**config.mk**
```make
export PLATFORM = sky130hd
export DESIGN_NAME = tcm_loader
export DESIGN_NICKNAME = d
export VERILOG_FILES = /design/src/rtl/tcm_loader_pkg.sv /design/src/rtl/tcm_loader_byte_assembler.sv /design/src/rtl/tcm_loader.sv
export SDC_FILE = /design/constraint.sdc
export NUM_CORES = 1
export LEC_CHECK = 0
export CAP_MARGIN = 20
export CORE_MARGIN = 4
export CORE_UTILIZATION = 28
export DETAILED_ROUTE_END_ITERATION = 10
export GPL_TIMING_DRIVEN = 0
export HOLD_SLACK_MARGIN = 0.05
export PLACE_DENSITY = 0.51
export SKIP_LAST_GASP = 1
export SYNTH_ARGS = -nofsm -noshare
export SYNTH_HDL_FRONTEND = slang
export SYNTH_HIERARCHICAL = 1
export SYNTH_SLANG_ARGS = --single-unit
```
**constraint.sdc**
```tcl
create_clock -name clk -period 4.1 [get_ports clk]
set_input_delay 0.615 -clock clk [delete_from_list [all_inputs] [get_ports clk]]
set_output_delay 0.615 -clock clk [all_outputs]
set_load 0.02 [all_outputs]
```
**src/rtl/tcm_loader_pkg.sv**
```systemverilog
// Shared types and command codes for the boot-time TCM loader.
// The CHK state is only entered when TCM_LOADER_CHECKSUM_EN is defined.
package tcm_loader_pkg;

  typedef enum logic [2:0] {
    S_CMD,
    S_ADDR,
    S_LEN,
    S_DATA,
    S_WRITE,
    S_RUN,
    S_ERR,
    S_CHK
  } state_t;

  localparam logic [7:0] CMD_ITCM = 8'h01;
  localparam logic [7:0] CMD_DTCM = 8'h02;
  localparam logic [7:0] CMD_RUN  = 8'h03;

  function automatic logic accepts_byte(input state_t s);
    return s inside {S_CMD, S_ADDR, S_LEN, S_DATA, S_CHK};
  endfunction

  function automatic logic is_busy(input state_t s);
    return !(s inside {S_CMD, S_RUN, S_ERR});
  endfunction

endpackage

```
**src/rtl/tcm_loader_byte_assembler.sv**
```systemverilog
// Little-endian field assembler shared by the ADDR, LEN and DATA fields.
// next_word already includes the byte being shifted in, so it is valid alongside word_done.
module byte_assembler (
  input  logic        clk,
  input  logic        reset,
  input  logic        shift_en,
  input  logic [1:0]  last_idx,
  input  logic [7:0]  byte_in,
  output logic [31:0] next_word,
  output logic        word_done
);

  logic [1:0]  cnt;
  logic [31:0] shreg;

  assign next_word = {byte_in, shreg[31:8]};
  assign word_done = shift_en && (cnt == last_idx);

  always_ff @(posedge clk or negedge reset) begin
    if (!reset) begin
      cnt   <= 2'd0;
      shreg <= 32'd0;
    end else if (shift_en) begin
      shreg <= next_word;
      cnt   <= word_done ? 2'd0 : cnt + 2'd1;
    end
  end

endmodule

```
**src/rtl/tcm_loader.sv**
```systemverilog
// Boot loader: byte stream -> ITCM/DTCM word writes, holds the cpu in reset until RUN.
// Optional trailing frame checksum byte is enabled by TCM_LOADER_CHECKSUM_EN.
module tcm_loader
  import tcm_loader_pkg::*;
#(
  parameter int ADDR_W = 14,
  parameter int CNT_W  = 16
) (
  input  logic              clk,
  input  logic              reset,
  input  logic              in_valid,
  input  logic [7:0]        in_data,
  output logic              in_ready,
  output logic              itcm_we,
  output logic              dtcm_we,
  output logic [ADDR_W-1:0] mem_addr,
  output logic [31:0]       mem_wdata,
  output logic              cpu_reset,
  output logic              busy,
  output logic              err
);

`ifdef TCM_LOADER_CHECKSUM_EN
  localparam state_t FRAME_END = S_CHK;
  logic [7:0] chk_sum;
`else
  localparam state_t FRAME_END = S_CMD;
`endif

  state_t            state, state_nxt;
  logic              is_dtcm;
  logic [ADDR_W-1:0] addr;
  logic [CNT_W-1:0]  count;
  logic [CNT_W-1:0]  len_val;
  logic              accept;
  logic              shift_en;
  logic [1:0]        last_idx;
  logic [31:0]       next_word;
  logic              word_done;

  assign accept   = in_valid && in_ready;
  assign shift_en = accept && (state inside {S_ADDR, S_LEN, S_DATA});
  assign last_idx = (state == S_LEN) ? 2'd1 : 2'd3;
  assign len_val  = CNT_W'(next_word[31:16]);

  byte_assembler u_asm (
    .clk       (clk),
    .reset     (reset),
    .shift_en  (shift_en),
    .last_idx  (last_idx),
    .byte_in   (in_data),
    .next_word (next_word),
    .word_done (word_done)
  );

  always_comb begin
    state_nxt = state;
    case (state)
      S_CMD:
        if (accept) begin
          if (in_data == CMD_ITCM || in_data == CMD_DTCM) state_nxt = S_ADDR;
          else if (in_data == CMD_RUN)                    state_nxt = S_RUN;
          else                                            state_nxt = S_ERR;
        end
      S_ADDR:  if (word_done) state_nxt = S_LEN;
      S_LEN:   if (word_done) state_nxt = (len_val == '0) ? FRAME_END : S_DATA;
      S_DATA:  if (word_done) state_nxt = S_WRITE;
      S_WRITE: state_nxt = (count == CNT_W'(1)) ? FRAME_END : S_DATA;
`ifdef TCM_LOADER_CHECKSUM_EN
      S_CHK:   if (accept) state_nxt = (in_data == chk_sum) ? S_CMD : S_ERR;
`else
      S_CHK:   state_nxt = S_ERR;
`endif
      S_RUN:   state_nxt = S_RUN;
      S_ERR:   state_nxt = S_ERR;
      default: state_nxt = S_ERR;
    endcase
  end

  // Outputs are registered from the next state so they line up with the state flop.
  always_ff @(posedge clk or negedge reset) begin
    if (!reset) begin
      state     <= S_CMD;
      in_ready  <= 1'b0;
      busy      <= 1'b0;
      err       <= 1'b0;
      cpu_reset <= 1'b1;
      itcm_we   <= 1'b0;
      dtcm_we   <= 1'b0;
      mem_addr  <= '0;
      mem_wdata <= 32'd0;
      is_dtcm   <= 1'b0;
      addr      <= '0;
      count     <= '0;
`ifdef TCM_LOADER_CHECKSUM_EN
      chk_sum   <= 8'd0;
`endif
    end else begin
      state     <= state_nxt;
      in_ready  <= accepts_byte(state_nxt);
      busy      <= is_busy(state_nxt);
      err       <= (state_nxt == S_ERR);
      cpu_reset <= (state_nxt != S_RUN);
      itcm_we   <= 1'b0;
      dtcm_we   <= 1'b0;
      case (state)
        S_CMD:
          if (accept) begin
            is_dtcm <= (in_data == CMD_DTCM);
`ifdef TCM_LOADER_CHECKSUM_EN
            chk_sum <= 8'd0;
`endif
          end
        S_ADDR: if (word_done) addr <= {next_word[ADDR_W-1:2], 2'b00};
        S_LEN:  if (word_done) count <= len_val;
        S_DATA: begin
`ifdef TCM_LOADER_CHECKSUM_EN
          if (accept) chk_sum <= chk_sum + in_data;
`endif
          if (word_done) begin
            mem_addr  <= addr;
            mem_wdata <= next_word;
            itcm_we   <= !is_dtcm;
            dtcm_we   <= is_dtcm;
          end
        end
        S_WRITE: begin
          addr  <= addr + ADDR_W'(4);
          count <= count - CNT_W'(1);
        end
        default: ;
      endcase
    end
  end

endmodule

```
Yosys cells after proc, flatten, opt, wreduce, memory -nomap -nowiden
Cells that the tools add are included.
{"block": "word_totals", "reg_bits": 120, "in_bits": 11, "out_inout_bits": 52, "elab_cells": 76}
{"block": "op_classes", "add_sub_neg": 3, "eq_ne": 21, "mux": 19, "reduce_logical": 19}
{"cell": "$pmux W16 S2", "n": 1}
{"cell": "$pmux W14 S2", "n": 1}
{"cell": "$eq A3 B3 Y1 const B", "n": 7}
{"cell": "$pmux W3 S7", "n": 1}
{"cell": "$eq A16 B1 Y1 const B", "n": 1}
{"cell": "$eq A8 B2 Y1 const B", "n": 2}
{"cell": "$logic_not A16 Y1", "n": 1}
{"cell": "$mux W16", "n": 1}
{"cell": "$sub A16 B1 Y16 const B", "n": 1}
{"cell": "$mux W3", "n": 5}
{"cell": "$add A14 B3 Y14 const B", "n": 1}
{"cell": "$mux W14", "n": 1}
{"cell": "$eq A3 B2 Y1 const B", "n": 4}
{"cell": "$mux W2", "n": 5}
{"cell": "$eq A8 B1 Y1 const B", "n": 1}
{"cell": "$reduce_and A2 Y1", "n": 4}
{"cell": "$eq A3 B1 Y1 const B", "n": 2}
{"cell": "$logic_not A3 Y1", "n": 2}
{"cell": "$reduce_bool A3 Y1", "n": 2}
{"cell": "$reduce_bool A5 Y1", "n": 1}
{"cell": "$mux W1", "n": 4}
{"cell": "$ne A2 B1 Y1 const B", "n": 2}
{"cell": "$reduce_bool A2 Y1", "n": 2}
{"cell": "$logic_and A1 B1 Y1", "n": 3}
{"cell": "other kinds (6)", "n": 7}

Logic depth before layout (Yosys ltp)
Gate-level depths: netlist (run 1).
{"block": "depth", "depth_word": 9, "depth_mapped": 14, "ltp_nobuf": 10}

Modules after synthesis
The synthesis (run 1) kept the hierarchy.
{"mod": "tcm_loader", "instances": 1, "cells_each": 346, "area_per_inst_um2": 4078.9, "seq_area_each_um2": 2053.2}
{"mod": "byte_assembler", "instances": 1, "cells_each": 73, "area_per_inst_um2": 1111.1, "seq_area_each_um2": 650.6}

Worst setup path after synthesis (run 1)
No wires, ideal clock.
{"block": "synth_timing", "path_kind": "reg-to-reg", "from": "register state[1]", "to": "register mem_wdata[10]", "setup_time_ns": 0.125, "arrival_ns": 3.098, "t_required_ns": 3.975, "slack_ns": 0.876, "stages_incl_launch_ff": 15, "path_buffers": 5, "synth_period_minus_slack_ns": 3.224, "path_cell_list": "dfrtp_1 clkbuf_1 nor2_1 nor3_1 buf_6 buf_8 and3_1 nor4b_4 and4_1 a21oi_1 o21ai_2 o211a_4 buf_6 buf_8 mux2_4"}
{"block": "synth_between", "elab_chain_len": 5, "word_cells_on_any_way": 9, "classes_between": "4 x eq/ne; 1 x mux; 4 x reduce/logical"}
{"element": "start: declaration", "line": "tcm_loader.sv:30", "text": "state_t state, state_nxt;"}
{"element": "start signal: assignment", "line": "tcm_loader.sv:99", "text": "state <= state_nxt;"}
{"element": "$eq A3 B1 Y1 / $eq A3 B2 Y1 (equally long branches)", "line": "tcm_loader.sv:42", "text": "assign shift_en = accept && (state inside {S_ADDR, S_LEN, S_DATA});"}
{"element": "$reduce_bool A3 Y1 *", "line": "tcm_loader.sv:42"}
{"element": "$logic_and A1 B1 Y1 *", "line": "tcm_loader.sv:42"}
{"element": "via shift_en", "line": "tcm_loader.sv:36", "text": "logic shift_en;"}
{"element": "$logic_and A1 B1 Y1 *", "line": "tcm_loader_byte_assembler.sv:17", "text": "assign word_done = shift_en && (cnt == last_idx);"}
{"element": "via word_done", "line": "tcm_loader.sv:39", "text": "logic word_done;"}
{"element": "$reduce_and A2 Y1 (no line) *"}
{"element": "end signal: assignment", "line": "tcm_loader.sv:122", "text": "mem_wdata <= next_word;"}
{"element": "end: declaration", "line": "tcm_loader.sv:17", "text": "output logic [31:0] mem_wdata,"}
Mark *: on every way through the listed nets, which the timed path passes. The rest lies on a longest branch.
A chain may end at the register's enable or synchronous reset.

Worst setup path after layout (run 1)
{"block": "layout_timing", "from": "register state[1]", "to": "register addr[6]"}
{"block": "layout_between", "elab_chain_len": 6, "word_cells_on_any_way": 13, "classes_between": "6 x eq/ne; 2 x mux; 5 x reduce/logical"}
{"element": "$eq A3 B1 Y1 / $eq A3 B2 Y1 (equally long branches)", "line": "tcm_loader.sv:42"}
{"element": "$reduce_bool A3 Y1 *", "line": "tcm_loader.sv:42"}
{"element": "$logic_and A1 B1 Y1 *", "line": "tcm_loader.sv:42"}
{"element": "via shift_en", "line": "tcm_loader.sv:36"}
{"element": "$logic_and A1 B1 Y1 *", "line": "tcm_loader_byte_assembler.sv:17"}
{"element": "via word_done", "line": "tcm_loader.sv:39"}
{"element": "$ne A2 B1 Y1 (no line) *"}
{"element": "$reduce_and A2 Y1 (no line) *"}
{"element": "end signal: assignment", "line": "tcm_loader.sv:114", "text": "S_ADDR: if (word_done) addr <= {next_word[ADDR_W-1:2], 2'b00};"}
{"element": "end signal: assignment", "line": "tcm_loader.sv:128", "text": "addr <= addr + ADDR_W'(4);"}
{"element": "end: declaration", "line": "tcm_loader.sv:32", "text": "logic [ADDR_W-1:0] addr;"}
Marks and branches as above.

==> key figures, run 1 <==
Outcome
  – Outcome: finished clean

STA
  – Fin. max-slew vios: 0
  – Fmax: 252 MHz
  – Layout Skew: 0.00694 ns
  – Final setup margin: 0.134 ns
  – Unrepaired setup endpoints after global routing: false
  – # setup viols final: 0
  – Shortest period the worst path allows: 3.97 ns
  – Setup TNS: 0 ns
  – Rel. slew slack: 0.308
  – Final hold vios: 0
  – Measured slew at the worst slew-check pin: 1.03 ns
  – Period utilization: 0.967

Placement
  – Setup Slack @ Placement: -0.0177 ns
  – Final Wtd Congestion: 0.855
  – Post-DP HPWL: 9.26 mm
  – IO buf count: 60

Floorplanning
  – Initial Util: 0.287
  – Rows: 49
  – Die Ht: 144 um
  – Die width: 144 um
  – Die area: 20800 um2
  – Io pins: 63
  – Core Footprint: 18100 um2

Worst setup path
  – CP Max Fanout: 10
  – Critical path capture point type: register
  – WP data required: 4.34 ns
  – Worst r2r path cells: 11
  – Critical path type: reg2reg
  – Critical path buffers and inverters: 3
  – CP arrival: 4.20 ns
  – R2R Path End: addr[6]$_DFFE_PN0P_
  – Top delay family on crit path: compound AO/OA/AOI/OAI gates
  – CP cell instances: clkbuf_1, nor2_1, nor3_1, buf_6, buf_8, and3_1, nor4b_4, a31oi_4, o31ai_1, o21ai_0, a221o_1
  – Critical Path Start Type: register
  – Reg2reg start: state[1]$_DFF_PN0_
  – Critical Path Slowest Stage Cell: o31ai_1
  – Reg-to-reg slack, setup: 0.13 ns
  – Biggest cell delay along the critical path: 0.85 ns

Global routing
  – GRT Util Overall: 0.132
  – Largest net degree at the start of global routing: 69
  – Vias in the first global route: 3599
  – Grt ovf: 0
  – Initial antenna violation count: 0
  – First-pass GRT wire length: 20.7 mm

Yosys
  – Ys Warns: 6
  – Sequential share of the synthesized area: 0.521
  – Gate Count Post-Synth: 419
  – Unique cell type count in the Yosys netlist: 69
  – EDFF count, synth: 0
  – Primary FF master, synth: dfrtp_1
  – Top cell type's share of synthesized area: 0.516
  – Async SR Flop Fraction: 1.00
  – Area leader, netlist: dfrtp_1
  – Mapped Area: 5190 um2
  – Post-synthesis register bit count: 108
  – Avg Inst Size Synth: 12.4 um2
  – Synth top area cells: dfrtp_1 52%, mux2_4 9.5%, mux2_2 7.8%

CTS
  – Resized cells post-CTS: 0
  – Clock Latency Late Sink: 0.35 ns
  – Clock slew at reported path FFs: 0.07 ns
  – Number of setup buffers added after CTS: 0
  – # hold bufs at CTS: 0
  – CTS max path bufs: 2
  – Clock Sinks: 108
  – Total CTS buffers: 9
  – CTS tree: built
  – H-tree Lvls: 3
  – Root buffer cell: clkbuf_16

Pwr
  – Cell Pwr Density: 831 nW/um2
  – Max IR drop VDD: 388 uV
  – Leak Pwr: 2.66 nW
  – Final Total Pwr: 5.31 mW

Detailed routing
  – 1st-pass router iterations: 4
  – Drt drc: 0
  – Via-per-instance ratio: 4.87
  – Initial DRC Count: 225
  – Drt total wl: 13.0 mm
  – Via Count: 3540
  – Wire per inst: 17.9 um
  – Routed Antenna Nets: 0

Layout
  – Proportion of layout cells with a drive suffix above 1: 0.259
  – Final net count: 508
  – Most frequent cells in the layout: 107 x dfrtp_1, 59 x clkdlybuf4s50_1, 36 x mux2_2
  – Area Growth Syn to Fin: 23.1%
  – Antenna diodes: 0
  – Leading cell type in the layout, fill and taps excluded: dfrtp_1

Min path
  – Worst min path class: in2async

Job
  – Maxcap violations: 0
## worst max path at each step
stage | slack [ns] | end | startpoint | cells after the start
after detailed placement | -0.02 | addr[6]$_DFFE_PN0P_ | in_valid | 11
final | 0.13 | addr[6]$_DFFE_PN0P_ | state[1]$_DFF_PN0_ | 11
after CTS | 0.23 | addr[6]$_DFFE_PN0P_ | state[1]$_DFF_PN0_ | 11
after global routing | 0.01 | addr[6]$_DFFE_PN0P_ | state[1]$_DFF_PN0_ | 11
after global placement | -1.90 | mem_wdata[18]$_DFFE_PN0P_ | reset | 1
after floorplan | 0.88 | mem_wdata[10]$_DFFE_PN0P_ | state[1]$_DFF_PN0_ | 14
## sequential cells by signal, summed over array words and instances, names as in the netlist
name and cells:
addr 12, busy 1, count 16, cpu_reset 1, dtcm_we 1, err 1, in_ready 1, is_dtcm 1
itcm_we 1, mem_addr 12, mem_wdata 32, state 3, u_asm/cnt 2, u_asm/shreg 24
## power breakdown
group,internal [mW],total (mW),switching (mW)
clock network,0.414,0.825,0.411
logic,1.30,2.39,1.08
registers,1.58,2.09,0.517
total,3.30,5.31,2.01
## kinds of logic (layout without fill, tap and decap cells)
kind of cell | count (synthesis) | after routing | share of synthesized area
muxes | 70 | 70 | 0.176
xor gates and xnor gates | 4 | 4 | 0.00675
adders and majority gates | 3 | 3 | 0.00723
and+or+nand+nor | 116 | 116 | 0.127
buffers and inverters | 39 | 115 | 0.0538
AOI/OAI and AO/OA | 77 | 77 | 0.107
DFF | 108 | 108 | 0.521
other | 2 | 5 | 0.00145
## through the flow
step	utilization	instances	hold slack, ns	area, um2
2_1_floorplan	-	422	0.319	5200
3_3_place_gp	0.337	711	0.483	6090
3_5_place_dp	0.338	712	0.484	6110
5_1_grt	0.353	727	0.272	6390
4_1_cts	0.353	727	0.256	6390
6_report	0.353	727	0.250	6390
## cell type report
cell class	count	area, um2
inverter	11	41.3
buffer	28	238
tap	229	287
sequential	108	2700
timing repair buffer	61	626
fill	1770	11700
multi-input combinational	275	2220
clock buffer	9	225
clock inverter	6	48.8
## Yosys cell counts, types with 3 or more instances
cell	n
nor4_1	4
dfrtp_1	107
nor3_1	10
nand4_1	3
o211ai_1	5
mux2_4	33
xnor2_1	3
a221o_1	5
ha_1	3
a311oi_1	3
buf_2	5
buf_6	4
inv_1	10
o21ai_0	17
o21a_1	3
nand2_1	24
or3_1	3
mux2_2	36
buf_4	11
and3_1	7
nand3_1	14
nor2_1	30
a21oi_1	17
clkbuf_1	4
## worst register-to-register path, stage by stage, from the launching register on
cell and delay, ns:
dfrtp_1 0.47, clkbuf_1 0.37, nor2_1 0.10, nor3_1 0.27
buf_6 0.21, buf_8 0.17, and3_1 0.33, nor4b_4 0.33
a31oi_4 0.18, o31ai_1 0.86, o21ai_0 0.23, a221o_1 0.35
## routing by layer
layer / routed length, um / GRT usage / share of wire
met1: 6110 / 0.180 / 0.47
met2: 6160 / 0.207 / 0.47
met3: 630 / 0.0413 / 0.048
met4: 114 / 0.0280 / 0.0088
met5: 0 / 0 / 0
No activity file was read; power rests on OpenSTA's default activity.
==> run 2, diff against run 1 <==
--- a/config.mk
+++ b/config.mk
@@ -5,13 +5,14 @@
 export SDC_FILE = /design/constraint.sdc
 export NUM_CORES = 1
 export LEC_CHECK = 0
-export CAP_MARGIN = 20
 export CORE_MARGIN = 4
 export CORE_UTILIZATION = 28
 export DETAILED_ROUTE_END_ITERATION = 10
 export GPL_TIMING_DRIVEN = 0
 export HOLD_SLACK_MARGIN = 0.05
+export MAX_ROUTING_LAYER = met4
 export PLACE_DENSITY = 0.51
+export SKIP_CTS_REPAIR_TIMING = 1
 export SKIP_LAST_GASP = 1
 export SYNTH_ARGS = -nofsm -noshare
 export SYNTH_HDL_FRONTEND = slang
==> run 2 against run 1 <==
The flow now stops in detailed routing; global-route usage up 0.38 points; synthesized cell count unchanged; area after synthesis unchanged.
==> key figures, run 2 <==
Yosys
  – Synth top area cells: dfrtp_1 52%, mux2_4 9.5%, mux2_2 7.8%
  – Unique cell type count in the Yosys netlist: 69
  – Ys Warns: 6
  – Primary FF master, synth: dfrtp_1
  – Top post-synthesis cells by count: 107 x dfrtp_1, 36 x mux2_2, 33 x mux2_4
  – EDFF count, synth: 0
  – Top cell type's share of synthesized area: 0.516
  – Top-count cell post-synth: dfrtp_1
  – Gate Count Post-Synth: 419
  – Mapped Area: 5190 um2
  – Area leader, netlist: dfrtp_1
  – Post-synthesis register bit count: 108
  – Sequential share of the synthesized area: 0.521
  – Avg Inst Size Synth: 12.4 um2
  – Async SR Flop Fraction: 1.00

Floorplanning
  – Io pins: 63
  – Die width: 144 um
  – Rows: 49
  – Die Ht: 144 um
  – Initial Util: 0.287

Global routing
  – Largest net degree at the start of global routing: 70
  – Grt ovf: 0
  – First-pass GRT wire length: 20.8 mm
  – Vias in the first global route: 3589
  – GRT Util Overall: 0.136
  – Initial antenna violation count: 0

Placement
  – IO buf count: 60
  – Cell Area, Placed: 6110 um2
  – Final Wtd Congestion: 0.864
  – Post-DP HPWL: 9.43 mm

CTS
  – CTS max path bufs: 2
  – Root buffer cell: clkbuf_16
  – Total CTS buffers: 9
  – H-tree Lvls: 3
  – Clock Sinks: 108

Outcome
  – Failed at: detailed routing
  – Outcome: did not finish
  – Error msg: [ERROR DRT-0255] Maze Route cannot find path of net clk in worker of routeBox ( 96600 0 ) ( 144145 48300 ).

STA
  – Worst EP kind: sequential cell input
  – Grt repair worst endpoint: mem_wdata[9]$_DFFE_PN0P_/D
==> run 2: cell counts after synthesis <==
No cell type changed its count.
==> run 2: logic make-up after synthesis <==
family / Yosys count / synth area share
AOI/OAI and AO/OA: 77 / 0.107
xor gates and xnor gates: 4 / 0.00675
adders and majority gates: 3 / 0.00723
buffers and inverters: 39 / 0.0538
DFF: 108 / 0.521
muxes: 70 / 0.176
other: 2 / 0.00145
and+or+nand+nor: 116 / 0.127
==> run 2: per-stage QoR <==
stage	hold WS (ns)	instances	setup WS, ns
2_1_floorplan	0.319	422	0.876
3_3_place_gp	0.482	711	-1.85
3_5_place_dp	0.493	712	-0.0304
4_1_cts	0.257	728	0.232
5_1_grt	0.288	728	0.0550
==> run 2: layer usage <==
metal / GRT usage
met5: -
met4: 0.0339
met3: 0.0288
met2: 0.202
met1: 0.189
==> run 3, diff against run 2 <==
--- a/config.mk
+++ b/config.mk
@@ -6,12 +6,10 @@
 export NUM_CORES = 1
 export LEC_CHECK = 0
 export CORE_MARGIN = 4
-export CORE_UTILIZATION = 28
+export CORE_UTILIZATION = 20
 export DETAILED_ROUTE_END_ITERATION = 10
 export GPL_TIMING_DRIVEN = 0
-export HOLD_SLACK_MARGIN = 0.05
-export MAX_ROUTING_LAYER = met4
-export PLACE_DENSITY = 0.51
+export PLACE_DENSITY_LB_ADDON = 0.15
 export SKIP_CTS_REPAIR_TIMING = 1
 export SKIP_LAST_GASP = 1
 export SYNTH_ARGS = -nofsm -noshare
==> run 3 against run 2 <==
The flow now finishes without violations; global-route usage shrank 3.3 points.
==> key figures, run 3 (same netlist as run 1, synthesis figures left out) <==
STA
  – Measured slew at the worst slew-check pin: 0.861 ns
  – Unrepaired setup endpoints after global routing: false
  – Final setup margin: 0.350 ns
  – Rel. slew slack: 0.422
  – Fmax: 267 MHz
  – Shortest period the worst path allows: 3.75 ns
  – Fin. max-slew vios: 0
  – # setup viols final: 0
  – Final hold vios: 0
  – Period utilization: 0.915
  – Setup TNS: 0 ns
  – Layout Skew: 0.00822 ns

CTS
  – CTS max path bufs: 2
  – Clock Sinks: 108
  – Root buffer cell: clkbuf_16
  – Total CTS buffers: 9
  – Clock slew at reported path FFs: 0.07 ns
  – H-tree Lvls: 3
  – CTS tree: built
  – Clock Latency Late Sink: 0.36 ns

Pwr
  – Final Total Pwr: 5.36 mW
  – Cell Pwr Density: 821 nW/um2
  – Leak Pwr: 2.67 nW
  – Max IR drop VDD: 343 uV

Floorplanning
  – Rows: 58
  – Core Footprint: 25300 um2
  – Die area: 28600 um2
  – Initial Util: 0.205
  – Io pins: 63
  – Die Ht: 169 um
  – Die width: 169 um

Worst setup path
  – Critical path capture point type: register
  – CP Max Fanout: 10
  – CP arrival: 3.99 ns
  – Reg2reg start: state[1]$_DFF_PN0_
  – Critical Path Start Type: input port
  – Reg-to-reg slack, setup: 0.39 ns
  – Worst r2r path cells: 14
  – R2R Path End: mem_wdata[14]$_DFFE_PN0P_
  – Worst Setup SP: in_valid
  – Critical path type: in2reg
  – WP data required: 4.34 ns

Layout
  – Area Growth Syn to Fin: 25.7%
  – Final Non-Filler Cells: 828
  – Most frequent cells in the layout: 107 x dfrtp_1, 59 x clkdlybuf4s50_1, 36 x mux2_2
  – Regs by FF count: mem_wdata: 32 flops, u_asm/shreg: 24 flops, count: 16 flops
  – Fin area: 6530 um2
  – Max reg flops: 32
  – Number of fill cells: 2675
  – Antenna diodes: 0
  – Leading cell type in the layout, fill and taps excluded: dfrtp_1
  – Largest reg by FF count: mem_wdata
  – Final net count: 508
  – Proportion of layout cells with a drive suffix above 1: 0.263

Detailed routing
  – Wire per inst: 17.2 um
  – 1st-pass router iterations: 4
  – Initial DRC Count: 240
  – Routed Antenna Nets: 0
  – Via-per-instance ratio: 4.31
  – Via Count: 3565
  – Drt drc: 0
  – Drt total wl: 14.2 mm

Global routing
  – GRT Util Overall: 0.102
  – Vias in the first global route: 3749
  – Initial antenna violation count: 0
  – First-pass GRT wire length: 22.3 mm
  – Grt ovf: 0
  – Largest net degree at the start of global routing: 73

Placement
  – Post-DP HPWL: 10.3 mm
  – Cell Area, Placed: 6240 um2
  – IO buf count: 60
  – Placed insts: 813
  – Final Wtd Congestion: 0.796
  – Setup Slack @ Placement: -0.257 ns

Job
  – Maxcap violations: 0

Outcome
  – Outcome: finished clean

Min path
  – Worst min path class: in2async
-- run 3: final cells by class --
| cell class | instances | area (um2) | share of cell area |
|---|---|---|---|
| Clock buffer | 9 | 225 | 0.0345 |
| Multi-Input combinational cell | 275 | 2220 | 0.341 |
| Tap cell | 330 | 413 | 0.0633 |
| Sequential cell | 108 | 2700 | 0.414 |
| Timing Repair Buffer | 61 | 629 | 0.0965 |
| Clock inverter | 6 | 50.0 | 0.00767 |
| Buffer | 28 | 239 | 0.0366 |
| Inverter | 11 | 41.3 | 0.00633 |
-- run 3: metal layers --
| metal | wire [um] | track usage | up-vias |
|---|---|---|---|
| met3 | 611 | 0.0236 | 13 |
| met4 | 211 | 0.0291 | 0 |
| li1 | - | - | 1670 |
| met5 | 0 | 0 | - |
| met1 | 6720 | 0.141 | 1798 |
| met2 | 6710 | 0.162 | 84 |
-- run 3: how the worst max path moves through the flow --
stage | slack [ns] | endpoint | cells past startpoint
finish | 0.35 | mem_wdata[14]$_DFFE_PN0P_ | 14
global route | 0.14 | mem_wdata[14]$_DFFE_PN0P_ | 14
detailed placement | -0.26 | addr[7]$_DFFE_PN0P_ | 11
floorplan | 0.88 | mem_wdata[10]$_DFFE_PN0P_ | 14
global placement | -2.06 | mem_wdata[16]$_DFFE_PN0P_ | 1
CTS | 0.05 | addr[7]$_DFFE_PN0P_ | 11
-- run 3: power breakdown --
part / switching (mW) / internal, mW
clock: 0.420 / 0.416
sequential: 0.538 / 1.58
combinational: 1.10 / 1.31
total: 2.06 / 3.30
-- run 3: per-stage QoR --
step / utilization / hold slack [ns]
6_report: 0.258 / 0.155
5_1_grt: 0.258 / 0.174
4_1_cts: 0.257 / 0.160
3_5_place_dp: 0.247 / 0.494
3_3_place_gp: 0.245 / 0.483
2_1_floorplan: - / 0.319
-- run 3: critical path, stage by stage --
cell and delay (ns):
clkdlybuf4s50_1 0.49, nand2_1 0.13, nor3_1 0.26, buf_6 0.21
buf_8 0.17, and3_1 0.34, nor4b_4 0.34, and4_1 0.23
a21oi_1 0.09, o21ai_2 0.22, o211a_4 0.19, buf_6 0.19
buf_8 0.18, mux2_4 0.31
